## config.mk

```make
export PLATFORM = sky130hd
export DESIGN_NAME = stream_downsizer_sparse
export DESIGN_NICKNAME = d
export VERILOG_FILES = /design/src/rtl/stream_resize_pkg.sv /design/src/rtl/stream_lane_pick.sv /design/src/rtl/stream_downsizer_sparse.sv
export SDC_FILE = /design/constraint.sdc
export NUM_CORES = 1
export LEC_CHECK = 0
export BUFFER_PORTS_ARGS = -buffer_cell sky130_fd_sc_hd__buf_4
export CAP_MARGIN = 10
export CORE_MARGIN = 1.5
export CORE_UTILIZATION = 52
export CTS_CLUSTER_DIAMETER = 60
export DETAILED_ROUTE_END_ITERATION = 6
export GPL_TIMING_DRIVEN = 0
export HOLD_SLACK_MARGIN = 0.1
export PLACE_DENSITY = 0.8
export SLEW_MARGIN = 0
export SYNTH_ARGS = -nofsm -noshare
export SYNTH_HDL_FRONTEND = slang
export SYNTH_HIERARCHICAL = 1
export SYNTH_SLANG_ARGS = --single-unit
```

## constraint.sdc

```tcl
create_clock -name clk -period 5.05 [get_ports clk]
set_input_delay 0.7575 -clock clk [delete_from_list [all_inputs] [get_ports clk]]
set_output_delay 0.7575 -clock clk [all_outputs]
set_load 0.1 [all_outputs]
```

## src/rtl/stream_resize_pkg.sv

```systemverilog
// Shared helpers for the stream width converters.
// Mask helpers take a fixed-width mask so they are usable from any
// lane count up to LANE_MASK_MAX; callers zero-extend their mask.
package stream_resize_pkg;

   localparam int LANE_MASK_MAX = 64;

   typedef logic [LANE_MASK_MAX-1:0] lane_mask_t;

   // True when at most one bit of the mask is set (zero counts as true).
   function automatic logic onehot_or_zero(input lane_mask_t mask);
      return (mask & (mask - lane_mask_t'(1))) == '0;
   endfunction

   // True when exactly one bit is set, without a popcount.
   function automatic logic single_bit(input lane_mask_t mask);
      return (mask != '0) && onehot_or_zero(mask);
   endfunction

endpackage

```

## src/rtl/stream_lane_pick.sv

```systemverilog
// Combinational lane priority encoder: picks the next pending lane of a
// mask and produces the one-hot mask that retires it.
// STREAM_RESIZE_MSB_FIRST_EN: pick the highest set lane instead of the lowest.
// With an all-zero mask, sel is 0 and clr is all-zero.
module stream_lane_pick #(
   parameter int N     = 4,
   parameter int SEL_W = (N > 1) ? $clog2(N) : 1
) (
   input  logic [N-1:0]     mask,
   output logic [SEL_W-1:0] sel,
   output logic [N-1:0]     clr
);

   // Priority scan; the last match in loop order wins.
   always_comb begin
      sel = '0;
`ifdef STREAM_RESIZE_MSB_FIRST_EN
      for (int i = 0; i < N; i++)
         if (mask[i]) sel = SEL_W'(i);
`else
      for (int i = N - 1; i >= 0; i--)
         if (mask[i]) sel = SEL_W'(i);
`endif
   end

   // Masking with the input keeps clr zero when nothing is pending.
   assign clr = mask & (N'(1) << sel);

endmodule

```

## src/rtl/stream_downsizer_sparse.sv

```systemverilog
// Wide-to-narrow stream converter with per-lane keep. Each accepted beat
// is held and its kept lanes are emitted one per output beat; holes in
// the keep mask are skipped. A beat with keep==0 and last set cannot be
// delivered and is reported on err_null_last.
// STREAM_RESIZE_MSB_FIRST_EN: emit lanes from the highest index downward.
module stream_downsizer_sparse
   import stream_resize_pkg::*;
#(
   parameter int T_DATA_WIDTH = 32,
   parameter int T_DATA_RATIO = 4
) (
   input  logic                    clk,
   input  logic                    rst,
   input  logic [T_DATA_WIDTH-1:0] s_data [T_DATA_RATIO],
   input  logic [T_DATA_RATIO-1:0] s_keep,
   input  logic                    s_last,
   input  logic                    s_valid,
   output logic                    s_ready,
   output logic [T_DATA_WIDTH-1:0] m_data,
   output logic                    m_last,
   output logic                    m_valid,
   input  logic                    m_ready,
   output logic                    err_null_last
);

   localparam int SEL_W = (T_DATA_RATIO > 1) ? $clog2(T_DATA_RATIO) : 1;
   typedef logic [SEL_W-1:0] lane_idx_t;

   logic [T_DATA_WIDTH-1:0] data_q [T_DATA_RATIO];
   logic [T_DATA_RATIO-1:0] rem;
   logic                    last_q;

   lane_idx_t               sel;
   logic [T_DATA_RATIO-1:0] clr;
   logic                    rem_final;
   logic                    s_hs;
   logic                    m_hs;

   stream_lane_pick #(
      .N     (T_DATA_RATIO),
      .SEL_W (SEL_W)
   ) u_pick (
      .mask (rem),
      .sel  (sel),
      .clr  (clr)
   );

   // Exactly one lane left: this output beat retires the held beat.
   assign rem_final = single_bit(lane_mask_t'(rem));

   assign m_valid = (rem != '0);
   assign m_data  = data_q[sel];
   assign m_last  = last_q & rem_final;

   // Accept while empty, or while the final lane is leaving this cycle.
   assign s_ready = (rem == '0) | (m_ready & rem_final);

   assign s_hs = s_valid & s_ready;
   assign m_hs = m_valid & m_ready;

   // Holding register: load on input handshake (load beats the clear of
   // the final lane), otherwise retire the emitted lane.
   always_ff @(posedge clk or posedge rst) begin
      if (rst) begin
         rem    <= '0;
         last_q <= 1'b0;
         for (int i = 0; i < T_DATA_RATIO; i++) data_q[i] <= '0;
      end else if (s_hs) begin
         rem    <= s_keep;
         last_q <= s_last;
         for (int i = 0; i < T_DATA_RATIO; i++) data_q[i] <= s_data[i];
      end else if (m_hs) begin
         rem <= rem & ~clr;
      end
   end

   // One-cycle flag for a packet end carried on a beat with no lanes.
   always_ff @(posedge clk or posedge rst) begin
      if (rst) err_null_last <= 1'b0;
      else     err_null_last <= s_hs & (s_keep == '0) & s_last;
   end

endmodule

```

# Yosys cells after proc, flatten, opt, wreduce, memory -nomap -nowiden
# Index checks and enable logic that the tools add are counted.
[word_totals]
regBits = 134
latchBits = 0
mem_bits_rw = 0
mem_bits_ro = 0
mem_count = 0
[op_classes]
n_addsub = 1
mul = 0
n_div = 0
n_lt_le_gt_ge = 1
eq_ne = 0
shift = 1
muxes = 9
bitwise = 12
n_reduce_logical = 6
[op_table]
columns = ["op", "n"]
rows = [
  ["4-bit by 64-bit AND with 64-bit output", 1],
  ["32-bit binary-select mux with 2-bit select", 1],
  ["64-bit logical NOT", 1],
  ["32-bit 2-to-1 mux", 2],
  ["4-bit AND", 2],
  ["4-bit logical NOT", 2],
  ["2-bit 2-to-1 mux", 4],
  ["4-bit 2-to-1 mux", 2],
  ["1-bit AND", 6],
  ["4-bit by 1-bit subtractor with 5-bit output, second input constant", 1],
  ["4-bit NOT", 1],
  ["4-bit nonzero test", 1],
  ["1-bit by 2-bit << shifter with 4-bit output, first input constant", 1],
  ["3-bit greater-or-equal comparator, second input constant", 1],
  ["2-bit NOT with 3-bit output", 1],
  ["2-bit nonzero test", 1],
  ["1-bit logical AND", 1],
  ["1-bit bitwise OR", 1],
]

# Longest topological paths before layout
# Gate-level depths: netlist (run 1).
[depth]
ltp_word = 10
ltp_mapped = 7

# By module
# The synthesis (run 1) kept the hierarchy.
[modules_own_cells]
columns = ["mod", "n_inst", "cells_each", "area_each_um2"]
rows = [
  ["stream_downsizer_sparse", 1, 352, 5957.0],
  ["stream_lane_pick", 1, 9, 56.3],
]

# Worst setup path before layout (run 1)
# OpenSTA, ideal clock, no wires.
[synth_path]
path_type = "input to output"
from = "input m_ready"
to = "output s_ready"
arrival_time_ns = 3.419
slack_ns = 0.873
cell_stages = 3
path_buffers = 0
cell_sequence = "inv_1 -> maj3_2 -> o31ai_1"
[synth_between]
elab_chain_cells = 2
[synth_lines]
columns = ["item", "line_no", "text"]
rows = [
  ["start: declaration", "stream_downsizer_sparse.sv:22", "input logic m_ready,"],
  ["1-bit AND", "stream_downsizer_sparse.sv:56", "assign s_ready = (rem == '0) | (m_ready & rem_final);"],
  ["1-bit bitwise OR", "stream_downsizer_sparse.sv:56", ""],
  ["end: declaration", "stream_downsizer_sparse.sv:18", "output logic s_ready,"],
]
# No other way between the ends.

# Final worst setup path (run 1)
[layout_path]
from = "register rem[0]"
to = "output m_data[29]"
[layout_between]
elab_chain_cells = 5
[layout_lines]
columns = ["item", "line_no", "text"]
rows = [
  ["start: declaration", "stream_downsizer_sparse.sv:30", "logic [T_DATA_RATIO-1:0] rem;"],
  ["start signal: assignment", "stream_downsizer_sparse.sv:69", "rem <= s_keep;"],
  ["start signal: assignment", "stream_downsizer_sparse.sv:73", "rem <= rem & ~clr;"],
  ["2-bit 2-to-1 mux", "stream_lane_pick.sv:22", "if (mask[i]) sel = SEL_W'(i);"],
  ["via sel[1]", "stream_downsizer_sparse.sv:33", "lane_idx_t sel;"],
  ["2-bit NOT with 3-bit output (implied by the code)", "stream_downsizer_sparse.sv:52", "assign m_data = data_q[sel];"],
  ["32-bit binary-select mux with 2-bit select", "stream_downsizer_sparse.sv:52", ""],
  ["32-bit 2-to-1 mux (implied by the code) (2 in series)", "stream_downsizer_sparse.sv:52", ""],
  ["end: declaration", "stream_downsizer_sparse.sv:19", "output logic [T_DATA_WIDTH-1:0] m_data,"],
]
# The timed path passes the listed nets, and every way through them passes these cells. The select of a mux whose other input is x is not followed.

==> results.toml, run 1 <==
[status]
outcome = "finished, final reports clean"

[grt]
grt-ovfl-total = 0
grt_max_degree = 74
grt_first_pass_wirelength_um = 22300
grt_usage = 0.239
grt_pass1_vias = 4367
antenna_found_initial = 0

[detailed_routing]
drt_iter0_drc = 166
drc = 0
routedWlPerCell_um = 19.1
via_per_inst = 5.41
ant_nets = 0
num_vias = 3836
dr.pass1.iters = 4
drt-total-wl_um = 13600

[layout]
multiInputGateArea_um2 = 2430
area_growth_pct = 34.0
fin_nets = 690
drive_gt1_frac = 0.588
fill_cells = 769
final_util = 0.709
regArea_um2 = 3350
antenna_cells = 0

[setup_path]
worstSetupEndpointType = "output port"
endpoint = "m_data[29]"
path_class = "reg2out"
max_stage_delay_ns = 0.70
ff2ff_path_depth = 7
r2r_slack_ns = 2.81
critPathLaunchType = "flip-flop"
crit_chain = "nor3_1 > clkbuf_1 > mux4_2 > buf_4"
r2r-start = "rem[0]"
cp_slowest_cell = "nor3_1"
r2r-end = "data_q[81]"
path_max_fanout = 10
crit_start = "rem[0]"
required_ns = 4.29
crit_arrival_ns = 2.86

[die]
die_y_um = 111
die_w_um = 111
die-area_um2 = 12200
core.rowCount = 39
io_pins = 173
initial_core_util = 0.529
core_um2 = 11400

[timing]
rsz0062_at_grt = "false"
fin_crit_sh = 0.716
max_freq_ghz = 0.277
tightest_slew_ns = 0.808
finalWorstPathRequiredPeriod_ns = 3.61
maxSlewHeadroom = 0.457
setup_viol = 0
fin_skew_ns = 0.00460
slew_viol_final = 0
hold_viol_final = 0

[logic_synthesis]
synth.avg_cell_area_um2 = 16.7
synth_cell_types = 35
async_flop_share = 1.00
synth_edf_count = 0
synth.most_common_cell = "dfrtp_1"
ys_ff_latch = 134
synth_area_um2 = 6010
synthTopCellsByArea = "dfrtp_1 (56%), mux2_2 (14%), mux4_2 (12%), mux2_1 (10%), buf_8 (1.2%)"
syn_nets = 498
synthTopCellsByCount = "dfrtp_1 (134), mux2_2 (74), mux2_1 (55)"
synthFlopType = "dfrtp_1"
synth_top_area_share = 0.558
synth_warnings = 6
syn-instance-count = 361
ys_seq_area_frac = 0.558
yosysTopAreaCell = "dfrtp_1"

[cts]
path_clk_slew_ns = 0.06
hold_buffers = 0
post_cts_resized = 0
cts_tree = "built"
cts_buffers = 17
h-tree-depth = 4
cts-root-buf = "clkbuf_16"
clock_sinks = 134
clk-insertion-delay-late_ns = 0.42
ctsLongestPathBuffers = 2
cts_setup_buffers = 0

[hold_path]
hp-class = "in2async"

[placed_design]
portBuffers = 172
gp_congestion = 0.777
dp_hpwl_um = 9450

[run]
maxCapViolCount = 0
-- cells by family (layout without fill, tap and decap cells) --
family	count (synthesis)	in the layout	synth area share
XOR/XNOR	1	1	0.00146
buffers and inverters	31	236	0.0381
AND/OR/NAND/NOR	20	20	0.0202
flip-flops	134	134	0.558
multiplexers	161	161	0.361
adder cells (fa/ha/maj)	1	1	0.00187
AO/OA/AOI/OAI	13	13	0.0194
-- per-layer routing --
metal  global-route usage  wire length (um)
met2                0.400              6990
met5                    0                 0
met1                0.287              5510
met3               0.0757               790
met4                0.103               270
-- worst max-delay path: cells and delay by family (launching register included) --
family	cells	cell delay, ns
and+or+nand+nor	1	0.70
DFF	1	0.44
buffers and inverters	2	0.86
muxes	1	0.43
-- final cells by class --
class / count / area share
plain buffers: 26 / 0.0261
clock buffers: 22 / 0.0576
clock inverters: 10 / 0.00993
inverters: 5 / 0.00295
multi-input cells: 196 / 0.302
flip-flops and latches: 134 / 0.416
well taps: 143 / 0.0222
repair buffers: 173 / 0.164
-- worst min-delay path by stage --
| stage | end | slack (ns) |
|---|---|---|
| after floorplan | data_q[32] | 0.45 |
| after global placement | data_q[55] | 0.46 |
| after detailed placement | data_q[55] | 0.47 |
| after CTS | data_q[107] | 0.48 |
| after global routing | data_q[48] | 0.50 |
| final | data_q[115] | 0.46 |
-- sequential cells by signal, indices dropped and copies added, names as in the netlist --
signal and count:
last_q 1, rem 4, err_null_last 1, data_q 128
-- layout by cell type, fill, tap and decap left out, types with 2 or more instances in the layout --
cell type     n
clkbuf_8      2
nor3_1        2
o21ai_0       3
buf_4       179
clkinv_2      7
nor3b_1       2
mux2_2       74
buf_8         5
o2111a_1      2
dfrtp_1     134
mux4_2       32
nand2_1       4
mux2_1       55
inv_1         4
clkbuf_1      9
clkinvlp_4    2
buf_2         5
nor2_1        3
a221o_1       3
clkbuf_16    17
-- through the flow --
step                std cells  setup TNS, ns  hold slack (ns)  setup WS, ns  area [um^2]
floorplan                 361              0            0.452         0.710         6010
global placement          676         -88.57            0.461        -0.669         7480
detailed placement        677              0            0.471          1.83         7520
CTS                       709              0            0.480          1.38         8060
global route              709              0            0.504          1.30         8060
finish                    709              0            0.464          1.44         8060
Power of run 1 is not shown: default switching activity piles up to over one toggle a cycle in this logic, so the estimate is an artifact.
==> run 2, diff against run 1 <==
--- a/config.mk
+++ b/config.mk
@@ -8,12 +8,12 @@
 export BUFFER_PORTS_ARGS = -buffer_cell sky130_fd_sc_hd__buf_4
 export CAP_MARGIN = 10
 export CORE_MARGIN = 1.5
-export CORE_UTILIZATION = 52
+export CORE_UTILIZATION = 47
 export CTS_CLUSTER_DIAMETER = 60
 export DETAILED_ROUTE_END_ITERATION = 6
 export GPL_TIMING_DRIVEN = 0
 export HOLD_SLACK_MARGIN = 0.1
-export PLACE_DENSITY = 0.8
+export PLACE_DENSITY = 0.76
 export SLEW_MARGIN = 0
 export SYNTH_ARGS = -nofsm -noshare
 export SYNTH_HDL_FRONTEND = slang
==> constraint.sdc (replaced) <==
create_clock -name clk -period 3.25 [get_ports clk]
set_input_delay 0.4875 -clock clk [delete_from_list [all_inputs] [get_ports clk]]
set_output_delay 0.4875 -clock clk [all_outputs]
set_load 0.1 [all_outputs]
==> results.toml, run 2 (same netlist as run 1, synthesis figures left out) <==
[timing]
finalWorstPathRequiredPeriod_ns = 3.08
maxSlewHeadroom = 0.531
tightest_slew_ns = 0.704
fin_crit_sh = 0.948
setup_viol = 0
finalSetupTns_ns = 0
slew_viol_final = 0
fin_skew_ns = 0.00673
rsz0062_at_grt = "false"
max_freq_ghz = 0.325
hold_viol_final = 0

[grt]
grt-ovfl-total = 0
grt_pass1_vias = 4213
grt_max_degree = 42
grt_first_pass_wirelength_um = 21200
grt_usage = 0.213
antenna_found_initial = 0

[setup_path]
endpoint = "m_data[22]"
ff2ff_path_depth = 7
path_class = "reg2out"
critPathLaunchType = "flip-flop"
crit_arrival_ns = 2.59
worstSetupEndpointType = "output port"
r2r_slack_ns = 0.96
path_max_fanout = 10
crit_start = "rem[2]"
r2r-start = "rem[0]"
r2r-end = "data_q[68]"
required_ns = 2.76

[detailed_routing]
drt_iter0_drc = 164
num_vias = 3824
routedWlPerCell_um = 18.2
via_per_inst = 5.17
drt-total-wl_um = 13400
ant_nets = 0
dr.pass1.iters = 4
drc = 0

[cts]
path_clk_slew_ns = 0.06
clock_sinks = 134
cts-root-buf = "clkbuf_16"
cts_tree = "built"
cts_buffers = 17
ctsLongestPathBuffers = 2
clk-insertion-delay-late_ns = 0.42
h-tree-depth = 4

[die]
initial_core_util = 0.478
io_pins = 173
die-area_um2 = 13500
core_um2 = 12600
die_w_um = 116
core.rowCount = 41
die_y_um = 116

[placed_design]
dp_hpwl_um = 9700
portBuffers = 172
gp_congestion = 0.839

[run]
maxCapViolCount = 0

[hold_path]
hp-class = "in2async"

[layout]
mostFrequentLayoutCell = "buf_4"
antenna_cells = 0
top_register = "data_q"
largest_registers = "data_q x128, rem x4"
fin_nets = 692
largest_register_ffs = 128
area_growth_pct = 36.7
final_cell_mix = "buf_4 (180), dfrtp_1 (134), mux2_2 (74), mux2_1 (55), mux4_2 (32)"
drive_gt1_frac = 0.599

[status]
outcome = "finished, final reports clean"
run 2: changes by cell type in the layout (fill, tap and decap cells not counted), sizes merged:
cell and delta:
bufinv +2, inv -1, clkbuf +1, clkinv -2, clkinvlp +2
run 2: repair_timing:
item	CTS	global route
gates cloned	0	0
endpoints found under the setup margin	30	30
hold buffers	0	0
resized for setup	2	4
setup buffers	0	0
run 2: worst min-delay path by stage:
stage                from          end  slack [ns]  cells after the start
3_3_place_gp   data_q[48]   data_q[48]        0.46                      1
2_1_floorplan  data_q[32]   data_q[32]        0.45                      1
6_report              rst   data_q[62]        0.18                      2
4_1_cts               rst   data_q[62]        0.18                      2
5_1_grt               rst  data_q[126]        0.22                      2
3_5_place_dp   data_q[55]   data_q[55]        0.47                      1
run 2: layout make-up:
cell class | instances | area [um^2]
Clock buffer | 21 | 470
Multi-Input combinational cell | 196 | 2440
Fill cell | 942 | 4350
Tap cell | 172 | 215
Sequential cell | 134 | 3350
Inverter | 5 | 22.5
Clock inverter | 11 | 149
Buffer | 26 | 219
Timing Repair Buffer | 175 | 1350
run 2: per-stage QoR:
stage | instances | worst slack, ns | hold slack, ns | cell area (um^2) | util
5_1_grt | 740 | 0.00953 | 0.221 | 8220 | 0.654
3_5_place_dp | 708 | 0.307 | 0.474 | 7590 | 0.604
6_report | 740 | 0.170 | 0.180 | 8220 | 0.654
4_1_cts | 740 | 0.00929 | 0.180 | 8210 | 0.654
3_3_place_gp | 705 | 0.306 | 0.463 | 7530 | 0.599
2_1_floorplan | 361 | 0.440 | 0.452 | 6020 | -
run 2: worst max-delay path: stages (launching register included):
cell and delay (ns):
dfrtp_1 0.40, nand2b_4 0.16, a21oi_1 0.14, clkbuf_1 0.32
clkbuf_4 0.37, mux4_2 0.55, buf_4 0.25
run 2: metal layers:
| metal | track usage | vias up | part of all wire |
|---|---|---|---|
| met4 | 0.0854 | 0 | 0.016 |
| met5 | 0 | - | 0 |
| met1 | 0.263 | 1935 | 0.42 |
| li1 | - | 1745 | - |
| met3 | 0.0638 | 17 | 0.059 |
| met2 | 0.355 | 127 | 0.51 |
Power of run 2 is left out for the same reason.
